File: src/rtl/spi_flash_pkg.sv
`default_nettype none
// ============================================================================
// spi_flash_pkg : shared opcodes, FSM states and sync depth for spi_flash_responder
// Rev 1.0
// ============================================================================
package spi_flash_pkg;

    localparam logic [7:0] OP_READ         = 8'h03;
    localparam logic [7:0] OP_JEDEC_ID     = 8'h9F;
    localparam int         SPI_SYNC_STAGES = 2;

    typedef enum logic [2:0] {
        ST_IDLE   = 3'd0,
        ST_CMD    = 3'd1,
        ST_ADDR   = 3'd2,
        ST_DATA   = 3'd3,
        ST_ID     = 3'd4,
        ST_IGNORE = 3'd5
    } spi_resp_state_t;

endpackage
`default_nettype wire

File: src/rtl/spi_input_sync.sv
`default_nettype none
// ============================================================================
// spi_input_sync : 2-flop synchronizer with rise/fall detect on the synced level
// Rev 1.0
// ============================================================================
module spi_input_sync
    import spi_flash_pkg::*;
#(
    parameter logic IDLE_VAL = 1'b0
) (
    input  logic clock,
    input  logic reset_n,
    input  logic i_pin,
    output logic level,
    output logic rise,
    output logic fall
);

    logic [SPI_SYNC_STAGES-1:0] r_chain;
    logic                       r_prev;

    always_ff @(posedge clock or negedge reset_n) begin
        if (!reset_n) begin
            r_chain <= {SPI_SYNC_STAGES{IDLE_VAL}};
            r_prev  <= IDLE_VAL;
        end else begin
            r_chain <= {r_chain[SPI_SYNC_STAGES-2:0], i_pin};
            r_prev  <= r_chain[SPI_SYNC_STAGES-1];
        end
    end

    assign level = r_chain[SPI_SYNC_STAGES-1];
    assign rise  =  r_chain[SPI_SYNC_STAGES-1] & ~r_prev;
    assign fall  = ~r_chain[SPI_SYNC_STAGES-1] &  r_prev;

endmodule
`default_nettype wire

File: src/rtl/spi_flash_responder.sv
`default_nettype none
// ============================================================================
// spi_flash_responder : SPI flash target serving READ (0x03) and JEDEC ID (0x9F)
// from an on-chip byte array with a backdoor load port.  Rev 1.0
// ============================================================================
module spi_flash_responder
    import spi_flash_pkg::*;
#(
    parameter int          DEPTH_BYTES = 256,
    parameter logic [23:0] JEDEC_ID    = 24'hEF4016
) (
    input  logic                           clock,
    input  logic                           reset_n,
    input  logic                           flashClk,
    input  logic                           flashCs,
    input  logic                           flashMosi,
    output logic                           flashMiso,
    input  logic                           load_en,
    input  logic [$clog2(DEPTH_BYTES)-1:0] load_addr,
    input  logic [7:0]                     load_data,
    output logic                           busy,
    output logic                           bad_cmd
);

    localparam int AW = $clog2(DEPTH_BYTES);

    spi_resp_state_t r_state, w_state_next;

    logic          w_sck_level, w_sck_rise, w_sck_fall;
    logic          w_cs_level, w_cs_rise, w_cs_fall;
    logic          w_mosi, w_mosi_rise, w_mosi_fall;

    logic [23:0]   r_shift;
    logic [AW-1:0] r_addr;
    logic [7:0]    r_out;
    logic [5:0]    r_bitcnt;
    logic          r_miso;
    logic          r_bad_cmd;
    logic [7:0]    r_mem [DEPTH_BYTES];

    logic [23:0]   w_shift_next;
    logic [AW-1:0] w_addr_start;
    logic [AW-1:0] w_addr_inc;
    logic          w_unused;

    spi_input_sync #(.IDLE_VAL(1'b0)) u_sync_sck (
        .clock(clock), .reset_n(reset_n), .i_pin(flashClk),
        .level(w_sck_level), .rise(w_sck_rise), .fall(w_sck_fall)
    );

    spi_input_sync #(.IDLE_VAL(1'b1)) u_sync_cs (
        .clock(clock), .reset_n(reset_n), .i_pin(flashCs),
        .level(w_cs_level), .rise(w_cs_rise), .fall(w_cs_fall)
    );

    spi_input_sync #(.IDLE_VAL(1'b0)) u_sync_mosi (
        .clock(clock), .reset_n(reset_n), .i_pin(flashMosi),
        .level(w_mosi), .rise(w_mosi_rise), .fall(w_mosi_fall)
    );

    assign w_shift_next = {r_shift[22:0], w_mosi};
    assign w_addr_start = w_shift_next[AW-1:0];
    assign w_addr_inc   = r_addr + AW'(1);
    assign w_unused     = ^{w_sck_level, w_cs_level, w_mosi_rise, w_mosi_fall, w_shift_next};

    always_ff @(posedge clock) begin
        if (load_en) begin
            r_mem[load_addr] <= load_data;
        end
    end

    always_ff @(posedge clock or negedge reset_n) begin
        if (!reset_n) begin
            r_state <= ST_IDLE;
        end else begin
            r_state <= w_state_next;
        end
    end

    always_comb begin
        w_state_next = r_state;
        if (w_cs_rise) begin
            w_state_next = ST_IDLE;
        end else begin
            case (r_state)
                ST_IDLE: begin
                    if (w_cs_fall) begin
                        w_state_next = ST_CMD;
                    end
                end
                ST_CMD: begin
                    if (w_sck_rise && r_bitcnt == 6'd7) begin
                        if (w_shift_next[7:0] == OP_READ) begin
                            w_state_next = ST_ADDR;
                        end else if (w_shift_next[7:0] == OP_JEDEC_ID) begin
                            w_state_next = ST_ID;
                        end else begin
                            w_state_next = ST_IGNORE;
                        end
                    end
                end
                ST_ADDR: begin
                    if (w_sck_rise && r_bitcnt == 6'd23) begin
                        w_state_next = ST_DATA;
                    end
                end
                default: w_state_next = r_state;
            endcase
        end
    end

    always_ff @(posedge clock or negedge reset_n) begin
        if (!reset_n) begin
            r_shift   <= '0;
            r_addr    <= '0;
            r_out     <= '0;
            r_bitcnt  <= '0;
            r_miso    <= 1'b0;
            r_bad_cmd <= 1'b0;
        end else if (w_cs_rise) begin
            r_miso   <= 1'b0;
            r_bitcnt <= '0;
        end else begin
            case (r_state)
                ST_IDLE: begin
                    if (w_cs_fall) begin
                        r_bitcnt  <= '0;
                        r_shift   <= '0;
                        r_bad_cmd <= 1'b0;
                        r_miso    <= 1'b0;
                    end
                end
                ST_CMD: begin
                    if (w_sck_rise) begin
                        r_shift  <= w_shift_next;
                        r_bitcnt <= r_bitcnt + 6'd1;
                        if (r_bitcnt == 6'd7) begin
                            r_bitcnt <= '0;
                            // The ID stream reuses the address shifter; zeros follow the 24 ID bits.
                            if (w_shift_next[7:0] == OP_JEDEC_ID) begin
                                r_shift <= JEDEC_ID;
                            end else if (w_shift_next[7:0] != OP_READ) begin
                                r_bad_cmd <= 1'b1;
                            end
                        end
                    end
                end
                ST_ADDR: begin
                    if (w_sck_rise) begin
                        r_shift  <= w_shift_next;
                        r_bitcnt <= r_bitcnt + 6'd1;
                        if (r_bitcnt == 6'd23) begin
                            r_bitcnt <= '0;
                            r_addr   <= w_addr_start;
                            r_out    <= r_mem[w_addr_start];
                        end
                    end
                end
                ST_DATA: begin
                    if (w_sck_fall) begin
                        r_miso <= r_out[7];
                        if (r_bitcnt == 6'd7) begin
                            // Fetch on the last bit so the next byte is ready for the following fall.
                            r_bitcnt <= '0;
                            r_addr   <= w_addr_inc;
                            r_out    <= r_mem[w_addr_inc];
                        end else begin
                            r_bitcnt <= r_bitcnt + 6'd1;
                            r_out    <= {r_out[6:0], 1'b0};
                        end
                    end
                end
                ST_ID: begin
                    if (w_sck_fall) begin
                        r_miso  <= r_shift[23];
                        r_shift <= {r_shift[22:0], 1'b0};
                    end
                end
                default: begin
                    r_miso <= 1'b0;
                end
            endcase
        end
    end

    assign flashMiso = r_miso;
    assign busy      = (r_state != ST_IDLE);
    assign bad_cmd   = r_bad_cmd;

endmodule
`default_nettype wire

File: config.mk
export PLATFORM = sky130hd
export DESIGN_NAME = spi_flash_responder
export DESIGN_NICKNAME = d
export VERILOG_FILES = /design/src/rtl/spi_flash_pkg.sv /design/src/rtl/spi_input_sync.sv /design/src/rtl/spi_flash_responder.sv
export SDC_FILE = /design/constraint.sdc
export NUM_CORES = 2
export LEC_CHECK = 0
export ABC_AREA = 1
export CORE_ASPECT_RATIO = 1.75
export CORE_MARGIN = 1
export CORE_UTILIZATION = 55
export CTS_BUF_LIST = sky130_fd_sc_hd__clkbuf_16
export CTS_CLUSTER_DIAMETER = 50
export DETAILED_ROUTE_END_ITERATION = 16
export PLACE_DENSITY_LB_ADDON = 0.08
export SKIP_CTS_REPAIR_TIMING = 1
export SLEW_MARGIN = 10
export SYNTH_ARGS = -nofsm -noshare
export SYNTH_HDL_FRONTEND = slang
export SYNTH_SLANG_ARGS = --single-unit
File: constraint.sdc
create_clock -name clock -period 3.4 [get_ports clock]
set_input_delay 0.68 -clock clock [delete_from_list [all_inputs] [get_ports clock]]
set_output_delay 0.68 -clock clock [all_outputs]
set_load 0.01 [all_outputs]
==> results.yml <==
status:
  status: "finished clean"
cts:
  cts.path.max_buffers: 4
  cts_buffers: 207
  cts_root_buf: "clkbuf_16"
  clock_latency_ns: 0.89
  cts_tree: "done"
  cts.sinks: 2107
  clkSlewWorstSetupHoldPaths_ns: 0.07
  h-tree-depth: 4
timing:
  fmax_mhz: 295
  setup_violations: 0
  setup_ws_ns: 0.00642
  rsz0062_at_grt: "true"
  fin_skew_ns: 0.0419
  fin_setup_tns_ns: 0
  maxSlewHeadroom_pct: 14.9
  worst_pin_slew_ns: 1.27
  finalHoldViolCount: 0
  period_needed_ns: 3.39
  slew_violations: 0
  period_share_pct: 99.8
floorplan:
  die-area_um2: 194000
  dieHeight_um: 582
  coreArea_um2: 191000
  start_util_pct: 55.3
  die_x_um: 333
  rows: 212
  io_pins: 25
global_routing:
  grt_pass1_wl_um: 583000
  grt_usage_pct: 41.0
  grt_pass1_vias: 87600
  grt_remaining_overflow: 0
  grt_max_degree: 183
  grt_antenna_before_repair: 20
synth:
  synth_area_leaders: "edfxtp_1 58%, nand3_1 8.2%, o21ai_0 7.2%"
  synth_seq_area_share_pct: 59.7
  synth_flop_cell: "edfxtp_1"
  ys_types: 40
  ys_ff_latch: 2107
  synth_area_per_cell_um2: 9.28
  yosysWarnings: 0
  synth_nets: 11400
  syn_inst: 11400
  synth_most_common_cell: "edfxtp_1"
  synth_common_cells: "2048 x edfxtp_1, 1843 x nand2_1, 1728 x nand3_1, 1526 x o21ai_0, 994 x nor2_1"
  synth_area_um2: 106000
  ys_async_sr_fraction_pct: 2.80
  yosysTopAreaCell: "edfxtp_1"
  yosysTopAreaCellShare_pct: 58.3
  synth_edf_count: 2048
worst_setup_path:
  rrSetupSlack_ns: 0.006
  cp_data_arrival_time_ns: 4.18
  worstSetupPathType: "reg2reg"
  required_ns: 4.19
  start_kind: "flop"
  worst_setup_path_end_kind: "flop"
  cp_max_fo: 55
  ff2ff_path_depth: 13
placed_design:
  dp_hpwl_um: 259000
  portBuffers: 24
  gp_congestion: 1.02
  pre_cts_slack_ns: -0.336
  dpl_cell_area_um2: 112000
power_and_ir_drop:
  peakVddDrop_mv: 0.654
  power_mw: 97.2
  p_leak_nw: 43.5
  p_per_area_nw_per_um2: 819
min_path:
  hp-class: "in2reg"
  whs_path_depth: 1
route:
  drc_errors: 0
  firstDrtPassIters: 8
  initialDrtViolationCount: 12300
  wl_um: 406000
  via_per_inst: 6.56
  wire_per_inst_um: 28.9
  drtAntennaViolNets: 0
  vias: 92100
finish:
  area_growth_syn_to_layout_pct: 12.4
  drive_above_1_share_pct: 9.10
  final_nets: 11400
  final_cell_area_um2: 119000
run:
  max-cap-violations: 0
==> power breakdown <==
part           switching, mW  total, mW  internal, mW  leakage [nW]
sequential             0.233       28.9          28.7          19.2
combinational           32.1       45.3          13.2          20.9
clock                   10.3       23.0          12.8          3.39
==> final timing paths <==
path / from / endpoint
hold reg to reg: u_sync_sck.r_chain[0] / u_sync_sck.r_chain[1]
hold / removal: load_data[2] / r_mem[252][2]
setup reg to reg: r_addr[0] / r_out[5]
min in group asynchronous: reset_n / u_sync_mosi.r_chain[0]
max in group asynchronous: reset_n / r_addr[0]
setup / recovery: r_addr[0] / r_out[5]
==> stage by stage <==
stage / std cells / utilization (%) / hold WS (ns)
2_1_floorplan: 11400 / - / 0.331
3_3_place_gp: 13700 / 58.7 / 0.344
3_5_place_dp: 13700 / 58.7 / 0.338
4_1_cts: 14000 / 62.1 / -0.188
5_1_grt: 14000 / 62.2 / 0.194
6_report: 14000 / 62.2 / 0.207
==> sequential cells by signal, summed over array words and instances (netlist names) <==
name,cells
bad_cmd,1
flashMiso,1
r_addr,8
r_bitcnt,6
r_mem,2048
r_out,8
r_shift,24
r_state,3
u_sync_cs.r_chain,2
u_sync_cs.r_prev,1
u_sync_mosi.r_chain,2
u_sync_sck.r_chain,2
u_sync_sck.r_prev,1
==> metal layers <==
layer | vias up | share of wire (%) | global-route usage [%]
met5 | - | 0.027 | 0
met4 | 16 | 8.6 | 31.0
met3 | 1485 | 9.8 | 6.65
met2 | 6213 | 47 | 66.7
met1 | 44300 | 34 | 49.0
li1 | 40100 | - | -
==> final cells by class <==
type	count	area (um2)
diodes	8	20.0
clock buffers	210	5260
clock inverters	163	1300
fillers	15800	72000
inverters	779	2970
multi-input cells	7581	35600
flip-flops and latches	2107	63000
well taps	2461	3080
repair buffers	725	7490
==> layout by cell type, fill, tap and decap left out, types with 9 or more instances in the layout <==
| cell type | Yosys | routed |
|---|---|---|
| edfxtp_1 | 2048 | 2048 |
| nand2_1 | 1843 | 1836 |
| nand3_1 | 1728 | 1720 |
| o21ai_0 | 1526 | 1526 |
| a21oi_1 | 992 | 992 |
| nor2_1 | 994 | 990 |
| inv_1 | 769 | 808 |
| buf_4 | 51 | 540 |
| o211ai_1 | 288 | 288 |
| clkbuf_16 | 0 | 211 |
| buf_12 | 0 | 149 |
| o21ai_1 | 66 | 66 |
| o22ai_1 | 54 | 53 |
| dfrtp_1 | 56 | 49 |
| a22oi_1 | 45 | 45 |
| clkinv_1 | 2 | 43 |
| clkinv_2 | 0 | 36 |
| bufinv_16 | 0 | 21 |
| clkdlybuf4s50_1 | 0 | 15 |
| inv_6 | 0 | 9 |
==> cells by family after synthesis <==
family | Yosys count | synth area share, %
adder cells (fa/ha/maj) | 2 | 0.0237
XOR/XNOR | 4 | 0.0617
multiplexers | 3 | 0.0285
AO/OA/AOI/OAI | 2988 | 15.1
buffers and inverters | 1691 | 6.75
flip-flops | 2107 | 59.7
AND/OR/NAND/NOR | 4584 | 18.4
==> critical path, stage by stage, from the launching register on <==
cell and delay [ns]:
dfrtp_4 0.52, ha_4 0.37, buf_12 0.28, buf_12 0.32, a21oi_1 0.06, o21ai_0 0.17
nand3_1 0.28, nand3_1 0.16, nand3_1 0.08, nand3_1 0.21, nand3_1 0.25, nand3_1 0.29
nand3_1 0.11, a21oi_1 0.15
No activity file was read; power rests on OpenSTA's default activity.
